===== src/rtl/wr_resp_sched.sv =====
// Write-response scheduler: two completion sources share one AXI B channel.
// A round-robin arbiter picks a source, responses go through a small FIFO,
// and the head of the FIFO drives the B channel. Non-OKAY responses that
// leave on the B channel are counted in a saturating counter.
module wr_resp_sched #(
  parameter int ID_W  = 4,
  parameter int DEPTH = 4
) (
  input  logic            clk,
  input  logic            reset,
  input  logic            req0_valid,
  output logic            req0_ready,
  input  logic [ID_W-1:0] req0_id,
  input  logic [1:0]      req0_resp,
  input  logic            req1_valid,
  output logic            req1_ready,
  input  logic [ID_W-1:0] req1_id,
  input  logic [1:0]      req1_resp,
  output logic [ID_W-1:0] bid,
  output logic [1:0]      bresp,
  output logic            bvalid,
  input  logic            bready,
  output logic [7:0]      err_cnt,
  output logic            q_full
);

  localparam int PTR_W = $clog2(DEPTH);
  localparam int CNT_W = PTR_W + 1;
  localparam int ENT_W = ID_W + 2;

  typedef enum logic {LAST0 = 1'b0, LAST1 = 1'b1} arb_e;

  arb_e              arb_q;
  logic [ENT_W-1:0]  mem_q [DEPTH];
  logic [PTR_W-1:0]  wr_ptr_q, wr_ptr_d;
  logic [PTR_W-1:0]  rd_ptr_q, rd_ptr_d;
  logic [CNT_W-1:0]  cnt_q, cnt_d;
  logic [7:0]        err_q, err_d;
  logic              grant0, grant1;
  logic              push0, push1, push, pop;
  logic [ENT_W-1:0]  push_ent, head;

  function automatic logic [7:0] sat_inc8(input logic [7:0] v);
    return (v == 8'hFF) ? v : v + 8'd1;
  endfunction

  // Arbitration, handshakes and B-channel view of the queue head.
  always_comb begin
    q_full = (cnt_q == CNT_W'(DEPTH));
    grant0 = req0_valid & (~req1_valid | (arb_q == LAST1));
    grant1 = req1_valid & (~req0_valid | (arb_q == LAST0));
    // Ready is gated by reset so nothing looks accepted while the queue is held clear.
    req0_ready = grant0 & ~q_full & reset;
    req1_ready = grant1 & ~q_full & reset;
    push0 = req0_valid & req0_ready;
    push1 = req1_valid & req1_ready;
    push = push0 | push1;
    push_ent = push1 ? {req1_id, req1_resp} : {req0_id, req0_resp};
    head = mem_q[rd_ptr_q];
    bvalid = (cnt_q != '0);
    bid = bvalid ? head[ENT_W-1:2] : '0;
    bresp = bvalid ? head[1:0] : '0;
    pop = bvalid & bready;
  end

  // Next-state for pointers, occupancy and the error counter.
  always_comb begin
    wr_ptr_d = push ? wr_ptr_q + PTR_W'(1) : wr_ptr_q;
    rd_ptr_d = pop ? rd_ptr_q + PTR_W'(1) : rd_ptr_q;
    cnt_d = cnt_q;
    if (push && !pop) cnt_d = cnt_q + CNT_W'(1);
    else if (pop && !push) cnt_d = cnt_q - CNT_W'(1);
    err_d = (pop && (bresp != 2'b00)) ? sat_inc8(err_q) : err_q;
  end

  // Control state: pointers, count, error counter, arbiter history.
  always_ff @(posedge clk or negedge reset) begin
    if (!reset) begin
      wr_ptr_q <= '0;
      rd_ptr_q <= '0;
      cnt_q <= '0;
      err_q <= '0;
      arb_q <= LAST1;
    end else begin
      wr_ptr_q <= wr_ptr_d;
      rd_ptr_q <= rd_ptr_d;
      cnt_q <= cnt_d;
      err_q <= err_d;
      if (push0) arb_q <= LAST0;
      else if (push1) arb_q <= LAST1;
    end
  end

  // Queue storage; stale contents are harmless because the count gates visibility.
  always_ff @(posedge clk) begin
    if (push) mem_q[wr_ptr_q] <= push_ent;
  end

  assign err_cnt = err_q;

endmodule


===== config.mk =====
export PLATFORM = sky130hd
export DESIGN_NAME = wr_resp_sched
export DESIGN_NICKNAME = d
export VERILOG_FILES = /design/src/rtl/wr_resp_sched.sv
export SDC_FILE = /design/constraint.sdc
export NUM_CORES = 1
export LEC_CHECK = 0
export CAP_MARGIN = 10
export CORE_UTILIZATION = 59
export DETAILED_ROUTE_END_ITERATION = 16
export DONT_BUFFER_PORTS = 1
export GPL_TIMING_DRIVEN = 0
export PLACE_DENSITY_LB_ADDON = 0.12
export SLEW_MARGIN = 20
export SYNTH_ARGS = -nofsm -noshare
export SYNTH_HDL_FRONTEND = slang
export SYNTH_SLANG_ARGS = --single-unit

===== constraint.sdc =====
create_clock -name clk -period 3.64 [get_ports clk]
set_input_delay 0.546 -clock clk [delete_from_list [all_inputs] [get_ports clk]]
set_output_delay 0.546 -clock clk [all_outputs]
set_load 0.01 [all_outputs]

==> results of run 1 <==
[sequential cells by signal, summed over array words and instances, names as in the netlist]
name and flops:
wr_ptr_q 2, mem_q 24, arb_q 1, rd_ptr_q 2
cnt_q 3, err_cnt 8
[area by class of cell]
type                            count  share of cell area [%]
Multi-Input combinational cell     76                    35.0
Buffer                              3                    1.00
Inverter                            6                    1.13
Tap cell                           44                    2.76
Sequential cell                    40                    56.2
Clock buffer                        8                    3.45
Timing Repair Buffer                1                   0.501
[worst max path at each step]
| stage | startpoint | endpoint | slack [ns] |
|---|---|---|---|
| floorplan | cnt_q[0] | cnt_q[1] | 1.45 |
| global placement | cnt_q[0] | cnt_q[1] | 1.26 |
| detailed placement | cnt_q[0] | cnt_q[1] | 1.24 |
| CTS | cnt_q[0] | req1_ready | 1.11 |
| global route | cnt_q[0] | req1_ready | 0.92 |
| finish | cnt_q[0] | req1_ready | 1.16 |
[layer usage]
layer  up-vias  track usage (%)
met5         -                0
met4         0             8.16
met3         4             6.70
met2        27             32.2
met1       477             25.8
li1        470                -
[cell usage in the layout (no fill, tap or decap), types with 5 or more instances in the layout]
master,netlist,routed
and2_1,10,10
edfxtp_1,24,24
mux4_2,6,6
dfrtp_1,15,15
mux2_2,8,8
ha_1,6,6
xor2_1,6,6
nand2_1,5,5
clkbuf_4,0,5
inv_1,6,6
[synth_stat cells, types with 2 or more instances]
cell type,instances
edfxtp_1,24
dfrtp_1,15
and2_1,10
mux2_2,8
ha_1,6
inv_1,6
mux4_2,6
xor2_1,6
nand2_1,5
nand3_1,4
xnor2_1,4
mux2_1,3
nor2_1,3
nor4_1,3
nand2b_1,2
nand4_1,2
nor3b_1,2
[report_power, final]
part | total (mW) | internal (mW) | switching (mW)
Sequential | 0.736 | 0.620 | 0.116
Clock | 0.248 | 0.114 | 0.135
Combinational | 0.553 | 0.262 | 0.291
Total | 1.54 | 0.996 | 0.542
[stage by stage]
| step | utilization (%) | std cells |
|---|---|---|
| after floorplan | - | 125 |
| after global placement | 63.3 | 169 |
| after detailed placement | 63.3 | 169 |
| after CTS | 66.0 | 178 |
| after global routing | 66.0 | 178 |
| final | 66.0 | 178 |
[logic make-up after synthesis]
kind of cell             count (synthesis)
AO/OA/AOI/OAI                            4
XOR/XNOR                                10
adder cells (fa/ha/maj)                  7
buffers and inverters                    9
flip-flops                              40
multiplexers                            18
AND/OR/NAND/NOR                         37
==> results.json, run 1 <==
{
  "status": "finished, final reports clean",
  "ys.flop_type": "edfxtp_1",
  "avgRoutedWirePerCell_um": 16.8,
  "synth-compound-area-share_pct": 1.41,
  "hp-class": "in -> async",
  "slowest_delay_ns": 0.47,
  "viasPerCell": 5.49,
  "final-seq-area_mm2": 0.00112,
  "tns_ns": 0,
  "leakagePower_nw": 0.758,
  "path_depth": 4,
  "wl_mm": 2.99,
  "track_usage_pct": 20.2,
  "synth_nets": 149,
  "power.density_mw_per_mm2": 770,
  "grt_pass1_wl_mm": 4.64,
  "rsz0062_at_grt": "false",
  "core_area_mm2": 0.00303,
  "root_buffer": "clkbuf_4",
  "drv_cap": 0,
  "die_h_um": 58.2,
  "synth_area_leaders": "edfxtp_1 (39%), dfrtp_1 (20%), mux4_2 (7.3%)",
  "synth_xor_area_share_pct": 4.70,
  "clk-insertion-delay-late_ns": 0.34,
  "placed_area_mm2": 0.00192,
  "cts.htree.levels": 2,
  "ys_async_sr_fraction_pct": 40.0,
  "syn_inst": 125,
  "yosys_warnings": 0,
  "grt_pass1_vias": 962,
  "crit_path_max_fanout": 7,
  "start_util_pct": 61.5,
  "antennaDiodeCount": 0,
  "r2r-end": "cnt_q[1]",
  "post-place-ws_ns": 1.24,
  "crit_slowest_cell": "dfrtp_1",
  "multi_input_area_um2": 698,
  "wl_met3_um": 153,
  "io_pins": 35,
  "tightest_slew_ns": 0.661,
  "die_width_um": 58.2,
  "cts_buffer_depth": 2,
  "dp_hpwl_mm": 2.10,
  "cts.sinks": 40,
  "setup_viol": 0,
  "critPathCaptureType": "primary output",
  "via_count": 978,
  "top_layer_used": "met4",
  "areaGrowthSynthToFinish_pct": 7.19,
  "drt-met1-wl_mm": 1.28,
  "drc": 0,
  "postCtsHoldBufs": 1,
  "yosysTopAreaCellShare_pct": 38.7,
  "ant_nets": 0,
  "clk_pin_slew_worst_paths_ns": 0.11,
  "ys_ff_latch": 40,
  "numCtsBuffers": 5,
  "drive_gt1_share_pct": 19.4,
  "r2r_setup_slack_ns": 1.25,
  "grt_overflow": 0,
  "antenna_found_initial": 0,
  "crit_arrival_ns": 1.93,
  "vdd_drop_max_v": 0.000424,
  "synth_top_family_by_area": "multiplexers",
  "gp_congestion": 0.781,
  "grt_max_degree": 16,
  "final_nets": 157,
  "crit_type": "reg -> out",
  "io_buffers": 0,
  "synth_edf_count": 24,
  "crit_chain": "nor3b_1, nor2b_1, nand3_1, inv_1",
  "fillers": 218,
  "rows": 20,
  "postCtsSetupBuffers": 0,
  "drt_iter0_markers": 50,
  "max_freq_ghz": 0.404,
  "slew_headroom_pct": 55.8,
  "final_area_mm2": 0.00200,
  "ys_types": 33,
  "clock_skew_ns": 0.00628,
  "cp.required_ns": 3.09,
  "syn_area_mm2": 0.00186,
  "layout_setup_ws_ns": 1.16,
  "holdWs_ns": 0.0352,
  "r2r_cells": 7,
  "die-area_mm2": 0.00339,
  "seq_area_frac_synth_pct": 60.2,
  "wl_met2_mm": 1.53,
  "startpoint_type": "flop",
  "crit_buf_inv": 1,
  "synth_simple_gate_area_share_pct": 11.6,
  "synth_fa_ha_area_share_pct": 5.10,
  "synth_mux_area_share_pct": 14.7,
  "post-route-min-period_ns": 2.48,
  "avgSynthCellArea_um2": 14.9,
  "cts_tree": "yes",
  "firstDrtPassIters": 4,
  "finalCritPeriodShare_pct": 68.0,
  "timing.rr.start": "cnt_q[0]",
  "finalPower_mw": 1.54,
  "finalHoldViolations": 0,
  "cts_resized": 0,
  "critical_path.top_delay_family": "simple AND/OR/NAND/NOR gates",
  "timing.final.max_slew_violations": 0,
  "yosys.area.top_type": "edfxtp_1"
}
No activity file was read; power rests on OpenSTA's default activity.
==> run 2: changes to the inputs <==
==> constraint.sdc (replaced) <==
create_clock -name clk -period 2.3 [get_ports clk]
set_input_delay 0.345 -clock clk [delete_from_list [all_inputs] [get_ports clk]]
set_output_delay 0.345 -clock clk [all_outputs]
set_load 0.01 [all_outputs]
==> results.json, run 2 (synthesis gave the netlist of run 1 again) <==
{
  "power_frac_seq_pct": 47.0,
  "finalPower_mw": 2.49,
  "drv_cap": 0,
  "fillers": 216,
  "cts_buffer_depth": 2,
  "final_common_cell": "edfxtp_1",
  "grt_pass1_wl_mm": 4.71,
  "start_util_pct": 61.5,
  "vdd_drop_max_v": 0.000683,
  "numCtsBuffers": 5,
  "max_freq_ghz": 0.471,
  "drive_gt1_share_pct": 26.3,
  "clk_pin_slew_worst_paths_ns": 0.11,
  "power.density_mw_per_mm2": 1220,
  "status": "finished, final reports clean",
  "power_frac_comb_pct": 37.0,
  "instances_no_fill": 181,
  "crit_slowest_cell": "dfrtp_1",
  "final_cell_mix": "edfxtp_1 (24), dfrtp_1 (14), and2_1 (10), mux2_2 (8)",
  "hp-class": "in -> reg",
  "via_count": 994,
  "timing.final.max_slew_violations": 0,
  "finalHoldViolations": 0,
  "cp-endpoint": "cnt_q[1]",
  "p_clk_share_pct": 16.0,
  "largest_reg_flops": 24,
  "timing.rr.start": "cnt_q[1]",
  "slowest_delay_ns": 0.45,
  "ant_nets": 0,
  "critPathLaunch": "cnt_q[1]",
  "io_buffers": 0,
  "hold_path_depth": 2,
  "cts.sinks": 40,
  "avgRoutedWirePerCell_um": 16.9,
  "grt_max_degree": 17,
  "gp_congestion": 0.781,
  "clk-insertion-delay-late_ns": 0.34,
  "tightest_slew_ns": 0.725,
  "leakagePower_nw": 0.774,
  "r2r-end": "cnt_q[1]",
  "finalCritPeriodShare_pct": 92.3,
  "track_usage_pct": 20.5,
  "cts_tree": "yes",
  "crit_buf_inv": 1,
  "crit_type": "reg -> reg",
  "layout_setup_ws_ns": 0.177,
  "drt_iter0_markers": 41,
  "r2r_cells": 7,
  "cp.required_ns": 2.54,
  "grt_overflow": 0,
  "placed_area_mm2": 0.00192,
  "final_nets": 160,
  "r2r_setup_slack_ns": 0.18,
  "dp_cells": 169,
  "die-area_mm2": 0.00339,
  "internal_power_mw": 1.61,
  "startpoint_type": "flop",
  "drc": 0,
  "critical_path.top_delay_family": "adder cells",
  "rows": 20,
  "crit_chain": "nor3b_2, nor2b_2, o21a_4, ha_2, inv_1, fa_2, mux2_2",
  "core_area_mm2": 0.00303,
  "holdWs_ns": 0.135,
  "grt_pass1_vias": 986,
  "largest_register": "mem_q",
  "die_width_um": 58.2,
  "wl_mm": 3.05,
  "crit_arrival_ns": 2.36,
  "post-place-ws_ns": -0.105,
  "critPathCaptureType": "flop",
  "firstDrtPassIters": 4,
  "crit_path_max_fanout": 5,
  "power.switching_mw": 0.880,
  "path_depth": 7,
  "cts.htree.levels": 2,
  "antennaDiodeCount": 0,
  "setup_viol": 0,
  "root_buffer": "clkbuf_4",
  "areaGrowthSynthToFinish_pct": 9.54,
  "final_core_util_pct": 67.4,
  "slew_headroom_pct": 51.5,
  "clock_skew_ns": 0.00646,
  "dp_hpwl_mm": 2.10,
  "final_area_mm2": 0.00204,
  "rsz0062_at_grt": "false",
  "io_pins": 35,
  "die_h_um": 58.2,
  "post-route-min-period_ns": 2.12,
  "viasPerCell": 5.49,
  "p_sw_share_pct": 35.3,
  "tns_ns": 0,
  "antenna_found_initial": 0
}
-- run 2: cell type report --
class | count | area, um^2 | share of cell area [%]
Inverter | 6 | 22.5 | 1.10
Tap cell | 44 | 55.1 | 2.70
Timing Repair Buffer | 4 | 32.5 | 1.59
Multi-Input combinational cell | 76 | 718 | 35.2
Clock buffer | 8 | 68.8 | 3.37
Sequential cell | 40 | 1120 | 55.1
Buffer | 3 | 20.0 | 0.981
-- run 2: how the worst min path moves through the flow --
stage	startpoint	end	slack [ns]
2_1_floorplan	reset	cnt_q[0]	0.05
3_3_place_gp	reset	err_cnt[2]	0.05
3_5_place_dp	reset	rd_ptr_q[1]	0.05
4_1_cts	req1_valid	arb_q	0.13
5_1_grt	req1_valid	arb_q	0.15
6_report	req1_valid	arb_q	0.14
-- run 2: what timing repair did --
item	CTS	global route
endpoints found under the hold margin	16	0
pin swaps	0	2
hold buffers	1	0
endpoints found under the setup margin	3	2
gates resized for setup	2	6
setup buffers	0	3
-- run 2: worst reg2reg max path, cell delays in order (launching register included) --
cell     delay, ns
dfrtp_1       0.45
nor3b_2       0.35
nor2b_2       0.11
o21a_4        0.15
ha_2          0.19
inv_1         0.07
fa_2          0.42
mux2_2        0.27
-- run 2: power groups by stage --
| stage | clock network [mW] | logic (mW) | registers, mW |
|---|---|---|---|
| global placement | 0 | 0.853 | 1.17 |
| detailed placement | 0 | 0.889 | 1.18 |
| CTS | 0.403 | 0.900 | 1.17 |
| floorplan | 0 | 0.732 | 1.14 |
| global route | 0.429 | 1.03 | 1.19 |
| finish | 0.399 | 0.920 | 1.17 |
-- run 2: layer usage --
| layer | GRT usage [%] | vias up | part of all wire, % |
|---|---|---|---|
| met5 | 0 | - | 0 |
| li1 | - | 479 | - |
| met3 | 6.70 | 6 | 5.3 |
| met1 | 25.8 | 483 | 43 |
| met2 | 33.0 | 26 | 50 |
| met4 | 8.16 | 0 | 1.5 |
